## src/rtl/bkg_read_arbiter.sv

```systemverilog
// Background RAM read arbiter: shares the RAM read port between VGA fetch and aux sampler, applies vertical scroll.
// Optional build macro BKG_AUX_STARVE_GUARD_EN adds a starvation guard that forces an aux grant after STARVE_LIM cycles.
module bkg_read_arbiter #(
  parameter int IMG_W      = 160,
  parameter int IMG_H      = 160,
  parameter int ADDR_W     = 15,
  parameter int STARVE_LIM = 64
) (
  input  logic              Clk,
  input  logic              Reset,
  input  logic              frame_start,
  input  logic [7:0]        scroll_step,
  input  logic              pix_req,
  input  logic [7:0]        pix_x,
  input  logic [7:0]        pix_y,
  output logic              pix_valid,
  output logic [23:0]       pix_data,
  input  logic              aux_req,
  input  logic [7:0]        aux_x,
  input  logic [7:0]        aux_y,
  output logic              aux_ack,
  output logic [23:0]       aux_data,
  output logic [ADDR_W-1:0] read_address,
  input  logic [23:0]       ram_data,
  output logic [7:0]        scroll_row
);

  typedef struct packed {
    logic pix;
    logic pix_oor;
    logic pix_rep;
    logic aux;
    logic aux_oor;
  } tag_t;

  typedef enum logic [1:0] {A_IDLE, A_ISSUE, A_WAIT, A_ACK} aux_state_t;

  if (STARVE_LIM < 1) begin : g_bad_lim
    $error("STARVE_LIM must be at least 1");
  end

  function automatic logic [7:0] scroll_next(input logic [7:0] cur, input logic [7:0] step);
    logic [7:0] s;
    logic [8:0] sum;
    s   = (step > 8'(IMG_H - 1)) ? 8'(IMG_H - 1) : step;
    sum = {1'b0, cur} + {1'b0, s};
    if (sum >= 9'(IMG_H)) sum = sum - 9'(IMG_H);
    return sum[7:0];
  endfunction

  // Row wrap by one conditional subtract; *160 as (row<<7)+(row<<5).
  function automatic logic [ADDR_W-1:0] map_addr(input logic [7:0] x, input logic [7:0] y,
                                                 input logic [7:0] scroll);
    logic [8:0] row;
    row = {1'b0, y} + {1'b0, scroll};
    if (row >= 9'(IMG_H)) row = row - 9'(IMG_H);
    return (ADDR_W'(row) << 7) + (ADDR_W'(row) << 5) + ADDR_W'(x);
  endfunction

  function automatic logic in_range(input logic [7:0] x, input logic [7:0] y);
    return (x < 8'(IMG_W)) && (y < 8'(IMG_H));
  endfunction

  aux_state_t  state;
  tag_t        tag_n, tag_p1, tag_p2;
  logic        force_aux, pix_go, aux_go;
  logic        pix_in, aux_in, sel_in;
  logic [7:0]  sel_x, sel_y;
  logic [23:0] last_pix, aux_hold;

`ifdef BKG_AUX_STARVE_GUARD_EN
  localparam int CNT_W = $clog2(STARVE_LIM + 1);
  logic [CNT_W-1:0] starve_cnt;
  assign force_aux = (state == A_ISSUE) && (starve_cnt >= CNT_W'(STARVE_LIM));
`else
  assign force_aux = 1'b0;
`endif

  assign pix_go = pix_req && !force_aux;
  assign aux_go = (state == A_ISSUE) && (!pix_req || force_aux);
  assign pix_in = in_range(pix_x, pix_y);
  assign aux_in = in_range(aux_x, aux_y);
  assign sel_in = pix_go ? pix_in : aux_in;

  always_comb begin
    sel_x = pix_x;
    sel_y = pix_y;
    if (!pix_go) begin
      sel_x = aux_x;
      sel_y = aux_y;
    end
  end

  // A forced aux grant still tags the displaced pixel so it returns a repeat beat.
  always_comb begin
    tag_n         = '0;
    tag_n.pix     = pix_req;
    tag_n.pix_oor = pix_go && !pix_in;
    tag_n.pix_rep = pix_req && force_aux;
    tag_n.aux     = aux_go;
    tag_n.aux_oor = aux_go && !aux_in;
  end

  // Stage p1: address register with tag; stage p2: tag aligned with ram_data.
  always_ff @(posedge Clk or posedge Reset) begin
    if (Reset) begin
      read_address <= '0;
      scroll_row   <= '0;
      tag_p1       <= '0;
      tag_p2       <= '0;
    end else begin
      if (frame_start) scroll_row <= scroll_next(scroll_row, scroll_step);
      if ((pix_go || aux_go) && sel_in) read_address <= map_addr(sel_x, sel_y, scroll_row);
      tag_p1 <= tag_n;
      tag_p2 <= tag_p1;
    end
  end

  assign pix_valid = tag_p2.pix;

  always_comb begin
    pix_data = '0;
    if (tag_p2.pix_rep)                 pix_data = last_pix;
    else if (tag_p2.pix && !tag_p2.pix_oor) pix_data = ram_data;
  end

  always_comb begin
    aux_data = aux_hold;
    if (aux_ack) aux_data = (tag_p2.aux && !tag_p2.aux_oor) ? ram_data : '0;
  end

  always_ff @(posedge Clk or posedge Reset) begin
    if (Reset) begin
      last_pix <= '0;
      aux_hold <= '0;
    end else begin
      if (tag_p2.pix) last_pix <= pix_data;
      if (aux_ack)    aux_hold <= aux_data;
    end
  end

  always_ff @(posedge Clk or posedge Reset) begin
    if (Reset) begin
      state   <= A_IDLE;
      aux_ack <= 1'b0;
`ifdef BKG_AUX_STARVE_GUARD_EN
      starve_cnt <= '0;
`endif
    end else begin
      aux_ack <= (state == A_WAIT);
      case (state)
        A_IDLE:  if (aux_req) state <= A_ISSUE;
        A_ISSUE: if (aux_go)  state <= A_WAIT;
        A_WAIT:  state <= A_ACK;
        A_ACK:   state <= A_IDLE;
        default: state <= A_IDLE;
      endcase
`ifdef BKG_AUX_STARVE_GUARD_EN
      if ((state == A_ISSUE) && !aux_go) starve_cnt <= starve_cnt + 1'b1;
      else                               starve_cnt <= '0;
`endif
    end
  end

endmodule

```

## config.mk

```make
export PLATFORM = sky130hd
export DESIGN_NAME = bkg_read_arbiter
export DESIGN_NICKNAME = d
export VERILOG_FILES = /design/src/rtl/bkg_read_arbiter.sv
export SDC_FILE = /design/constraint.sdc
export NUM_CORES = 1
export LEC_CHECK = 0
export ABC_CLOCK_PERIOD_IN_PS = 4200
export BUFFER_PORTS_ARGS = -buffer_cell sky130_fd_sc_hd__buf_2
export CAP_MARGIN = 0
export CELL_PAD_IN_SITES_DETAIL_PLACEMENT = 1
export CELL_PAD_IN_SITES_GLOBAL_PLACEMENT = 1
export CORE_ASPECT_RATIO = 0.8
export CORE_UTILIZATION = 34
export DETAILED_ROUTE_END_ITERATION = 12
export PLACE_DENSITY = 0.89
export SLEW_MARGIN = 5
export SYNTH_ARGS = -nofsm -noshare
export SYNTH_HDL_FRONTEND = slang
export SYNTH_SLANG_ARGS = --single-unit
export TNS_END_PERCENT = 5
```

## constraint.sdc

```tcl
create_clock -name Clk -period 4.2 [get_ports Clk]
set_clock_uncertainty 0.05 [all_clocks]
set_input_delay 0.84 -clock Clk [delete_from_list [all_inputs] [get_ports Clk]]
set_output_delay 0.84 -clock Clk [all_outputs]
set_load 0.01 [all_outputs]
```

# After elaboration in Yosys (flattened, before gate mapping)
# Cells that the tools add are included.
word_totals:
  regBits: 58
  out_inout_bits: 73
  elab_cells: 60
  inputBits: 69
classes:
  addsub: 6
  n_reduce_logical: 16
  muxes: 13
  eq_ne: 5
  n_lt_le_gt_ge: 7
op_table:
  columns: ["cell", "count"]
  rows:
  - ["$mux W24", 3]
  - ["$lt A8 B8 Y1 const B", 4]
  - ["$mux W8", 4]
  - ["$add A8 B8 Y9", 2]
  - ["$ge A9 B8 Y1 const B", 2]
  - ["$mux W9", 2]
  - ["$add A15 B14 Y15", 1]
  - ["$add A15 B8 Y15", 1]
  - ["$sub A9 B8 Y9 const B", 1]
  - ["$gt A8 B8 Y1 const B", 1]
  - ["$logic_and A1 B1 Y1", 8]
  - ["$pmux W2 S4", 1]
  - ["$sub A8 B8 Y8 const B", 1]
  - ["$logic_not A1 Y1", 5]
  - ["$eq A2 B2 Y1 const B", 2]
  - ["$mux W2", 2]
  - ["$ne A2 B2 Y1 const B", 2]
  - ["$eq A2 B1 Y1 const B", 1]
  - ["$logic_not A2 Y1", 1]
  - ["$reduce_and A2 Y1", 1]
  - ["$logic_or A1 B1 Y1", 1]
  - ["$mux W1", 1]

# Logic depth before layout (Yosys ltp)
depth:
  ltp_word: 7
  mapped_depth: 26
  depth_no_buf: 24

# Least setup slack after synthesis
# OpenSTA, ideal clock, no wires.
synth_path:
  kind: "input-to-reg"
  startpoint: "input pix_req"
  endpoint: "register read_address[14]"
  t_arrival_ns: 5.699
  required_ns: 4.013
  setup_ns: 0.137
  slack_ns: -1.686
  path_stages: 24
  cell_sequence: "clkbuf_1 -> buf_1 -> mux2_2 -> ha_1 -> inv_1 -> fa_1 -> nor2b_1 -> o31a_1 -> o21a_1 -> or3_4 -> nand2_1 -> ha_1 -> inv_1 -> a21o_1 -> a211o_1 -> o21ai_0 -> ha_1 -> ha_1 -> nand3_1 -> nand3_1 -> o41ai_1 -> xnor2_1 -> xnor2_1 -> a21oi_1"
synth_between:
  elab_chain_cells: 7
  word_cells_on_any_way: 14
  cone_classes: "add/sub (4); order compare (1); mux (5); reduce/logical (4)"
synth_lines:
  columns: ["item", "line", "source"]
  rows:
  - ["from (decl)", "13", "input logic pix_req,"]
  - ["$mux W8", "88", "if (!pix_go) begin"]
  - ["$add A8 B8 Y9", "55", "row = {1'b0, y} + {1'b0, scroll};"]
  - ["$sub A9 B8 Y9 / $ge A9 B8 Y1 (equally long branches)", "56", "if (row >= 9'(IMG_H)) row = row - 9'(IMG_H);"]
  - ["$mux W9", "56", null]
  - ["$mux W9", "113", "if ((pix_go || aux_go) && sel_in) read_address <= map_addr(sel_x, sel_y, scroll_row);"]
  - ["$add A15 B14 Y15", "57", "return (ADDR_W'(row) << 7) + (ADDR_W'(row) << 5) + ADDR_W'(x);"]
  - ["$add A15 B8 Y15", "57", null]
  - ["to (signal assigned)", "113", null]
  - ["to (decl)", "23", "output logic [ADDR_W-1:0] read_address,"]
# Several ways; a longest one is shown, not always the timed one. The select of a mux whose other input is x is not followed.
# A chain may end at the register's enable or synchronous reset.

# Worst setup path in the final report
# Same ends and word-level chain as after synthesis.

==> results_dict.tcl <==
set metrics [dict create \
    cts_sinks 58 \
    die_h_um 99.7 \
    finalSetupViolations 5 \
    rr_endpoint "read_address[14]$_DFFE_PP0P_" \
    wl_per_cell_um 16.6 \
    layout_setup_ws_ns -0.730 \
    ir_drop_v 0.00115 \
    netlist_top_cells_count "o21ai_0, dfrtp_1, inv_1" \
    grt_max_degree 51 \
    yosysTopAreaCellShare_pct 35.8 \
    syn-num-nets 564 \
    maxSlewViolCount 0 \
    startpoint_type "input port" \
    r2r-start "scroll_row[0]$_DFFE_PP0P_" \
    synth_seq_cells 58 \
    drv_cap 0 \
    synth_top_family_by_area "compound AO/OA/AOI/OAI gates" \
    reg2reg_depth 23 \
    cts_max_path_buffers 2 \
    synthTopCellsByArea "dfrtp_1, ha_1, o21ai_0, mux2_2, inv_1" \
    path_cells "buf_6 > mux2_4 > ha_4 > inv_2 > fa_2 > nor2b_1 > o31a_1 > o21a_1 > or3_4 > nand2_4 > ha_4 > inv_2 > a21o_1 > a211o_1 > mux2i_1 > nor2_1 > ha_1 > ha_4 > nand4_1 > nand3_2 > o41ai_2 > xnor2_1 > xnor2_1 > a21oi_1" \
    synth-edff-count 0 \
    syn_inst 454 \
    path_delay_family "compound AO/OA/AOI/OAI gates" \
    port_buffers 141 \
    holdWs_ns 0.291 \
    track_usage_pct 22.4 \
    hold_depth 0 \
    htreeDepth 3 \
    syn_avg_cell_area_um2 8.93 \
    tightest_slew_ns 1.09 \
    yosys.area_share.xor_xnor_pct 3.67 \
    drive_gt1_share_pct 40.6 \
    die_area_um2 12400 \
    rows 35 \
    arrival_ns 5.08 \
    max_freq_mhz 203 \
    ant_nets 0 \
    seq_area_frac_synth_pct 35.8 \
    drc 0 \
    hold_viol 0 \
    cts.clk_slew.worst_paths_ns 0.06 \
    ys_types 52 \
    cts_buffers 9 \
    cellLeakagePower_nw 2.93 \
    diodes 0 \
    critPathKind "in -> reg" \
    cts_hold_buf 0 \
    dp_hpwl_um 10300 \
    grt_pass1_wl_um 21100 \
    netlist_area_um2 4060 \
    fin_crit_ns 4.93 \
    max_stage_delay_ns 0.35 \
    vias 4100 \
    yosys_warnings 0 \
    cp.required_ns 4.35 \
    nNetsFinal 765 \
    clock_latency_ns 0.33 \
    area_growth_pct 43.5 \
    die_w_um 124 \
    powerDensity_nw_per_um2 1190 \
    hold_path_class "reg -> reg" \
    rsz0062_at_grt "true" \
    grt_pass1_vias 4351 \
    whs_endpoint "tag_p2[0]$_DFF_PP0_" \
    io_pins 142 \
    async_reset_ff_share_pct 100 \
    start_util_pct 35.1 \
    wl_um 13400 \
    antenna_found_initial 0 \
    crit_buf_inv 3 \
    synth_top_cell_by_area "dfrtp_1" \
    maxSlewHeadroom_pct 26.9 \
    synth.most_common_cell "o21ai_0" \
    synth_compound_area_share_pct 19.8 \
    drt_iter0_markers 125 \
    synth_fa_ha_area_share_pct 13.4 \
    finalCritPeriodShare_pct 117 \
    synth.area.mux_share_pct 7.19 \
    core_area_um2 11600 \
    final_core_util_pct 50.3 \
    crit_fanout 6 \
    ys.flop_type "dfrtp_1" \
    hold_path_startpoint "tag_p1[0]$_DFF_PP0_" \
    drtPass1Iterations 4 \
    ctsRootBufferMaster "clkbuf_16" \
    place.gp.congestion 0.837 \
    outcome "finished, violations left" \
    fill_cells 1386 \
    cp_common_cell "ha_4" \
    cts_tree "built" \
    r2r_slack_ns -0.24 \
    routed_via_density 5.07 \
    grt-ovfl-total 0 \
    synth-simple-area-share_pct 14.9 \
    failed_checks "setup timing" \
    end_kind "flip-flop" \
    crit_slowest_cell "or3_4" \
]
==> worst register-to-register path, stage by stage, from the launching register on <==
cell and delay (ns):
dfrtp_1 0.41, ha_4 0.17, inv_2 0.04, fa_2 0.38
nor2b_1 0.23, o31a_1 0.19, o21a_1 0.17, buf_4 0.12
o21ai_2 0.08, nand2_4 0.10, ha_4 0.14, inv_2 0.05
a21o_1 0.16, a211o_1 0.32, mux2i_1 0.20, nor2_1 0.11
ha_1 0.31, ha_4 0.23, nand4_1 0.09, nand3_2 0.09
o41ai_2 0.27, xnor2_1 0.18, xnor2_1 0.15, a21oi_1 0.09
==> stage by stage <==
stage / area [µm²] / setup TNS, ns / instances / power, mW / setup slack (ns)
after detailed placement: 5450 / -5.34 / 791 / 5.74 / -1.12
after floorplan: 4170 / -3.47 / 454 / 3.90 / -1.01
after CTS: 5810 / -2.00 / 808 / 6.82 / -0.569
after global routing: 5820 / -3.85 / 808 / 7.48 / -0.888
final: 5820 / -2.61 / 808 / 6.91 / -0.730
after global placement: 5450 / -3.87 / 791 / 5.45 / -0.962
==> sequential cells by signal, indices dropped and copies added (netlist names) <==
name	cells
pix_valid	1
tag_p1	4
read_address	15
aux_hold	24
aux_ack	1
scroll_row	8
tag_p2	3
state	2
==> cells by family (layout without fill, tap and decap cells) <==
family                   after synthesis  count (layout)
AO/OA/AOI/OAI                        130             130
XOR/XNOR                              17              17
adder cells (fa/ha/maj)               41              41
buffers and inverters                 57             263
flip-flops                            58              58
multiplexers                          27              27
AND/OR/NAND/NOR                      124             124
==> how the worst max path moves through the flow <==
stage,start,to,slack [ns],cells past startpoint
after CTS,pix_req,read_address[14]$_DFFE_PP0P_,-0.57,24
after global routing,pix_req,read_address[14]$_DFFE_PP0P_,-0.89,24
after global placement,pix_req,read_address[14]$_DFFE_PP0P_,-0.96,24
after detailed placement,pix_req,read_address[14]$_DFFE_PP0P_,-1.12,25
after floorplan,pix_req,read_address[14]$_DFFE_PP0P_,-1.01,25
final,pix_req,read_address[14]$_DFFE_PP0P_,-0.73,24
==> layout by cell type, fill, tap and decap left out, drive strengths merged, types with 6 or more instances in the layout <==
cell | Yosys | final
and2 | 25 | 25
o21ai | 63 | 63
mux2i | 10 | 10
ha | 37 | 37
nor2 | 30 | 30
nand2 | 38 | 38
buf | 1 | 205
inv | 42 | 42
nand2b | 6 | 6
clkbuf | 14 | 10
xnor2 | 12 | 12
mux2 | 17 | 17
dfrtp | 58 | 58
nor2b | 7 | 7
a21oi | 30 | 30
==> report_power, final <==
group / internal [mW] / switching, mW / leakage [nW] / total, mW
clock: 0.475 / 0.275 / 0.141 / 0.749
sequential: 0.798 / 0.117 / 0.728 / 0.915
combinational: 2.65 / 2.59 / 2.06 / 5.24
total: 3.92 / 2.99 / 2.93 / 6.91
==> per-layer routing <==
layer / wire length [µm] / part of all wire [%] / global-route usage [%]
met1: 5520 / 41 / 24.4
met2: 7030 / 52 / 42.9
met3: 702 / 5.2 / 4.19
met4: 196 / 1.5 / 6.78
met5: 0 / 0 / 0
==> area by class of cell <==
cell class                 instances  area [µm²]  area share, %
clock buffer                      10         239           4.11
multi-input combinational        339        2530           43.4
inverter                          42         158           2.71
sequential                        58        1450           24.9
timing repair buffer             205        1190           20.5
tap                              148         185           3.18
clock inverter                     6        66.3           1.14
==> repair_timing <==
action,CTS,global route
endpoints found under the hold margin,0,0
resized for setup,9,3
setup endpoints to repair,6,8
setup buffers,1,0
pin swaps,13,0
No activity file was read; power rests on OpenSTA's default activity.
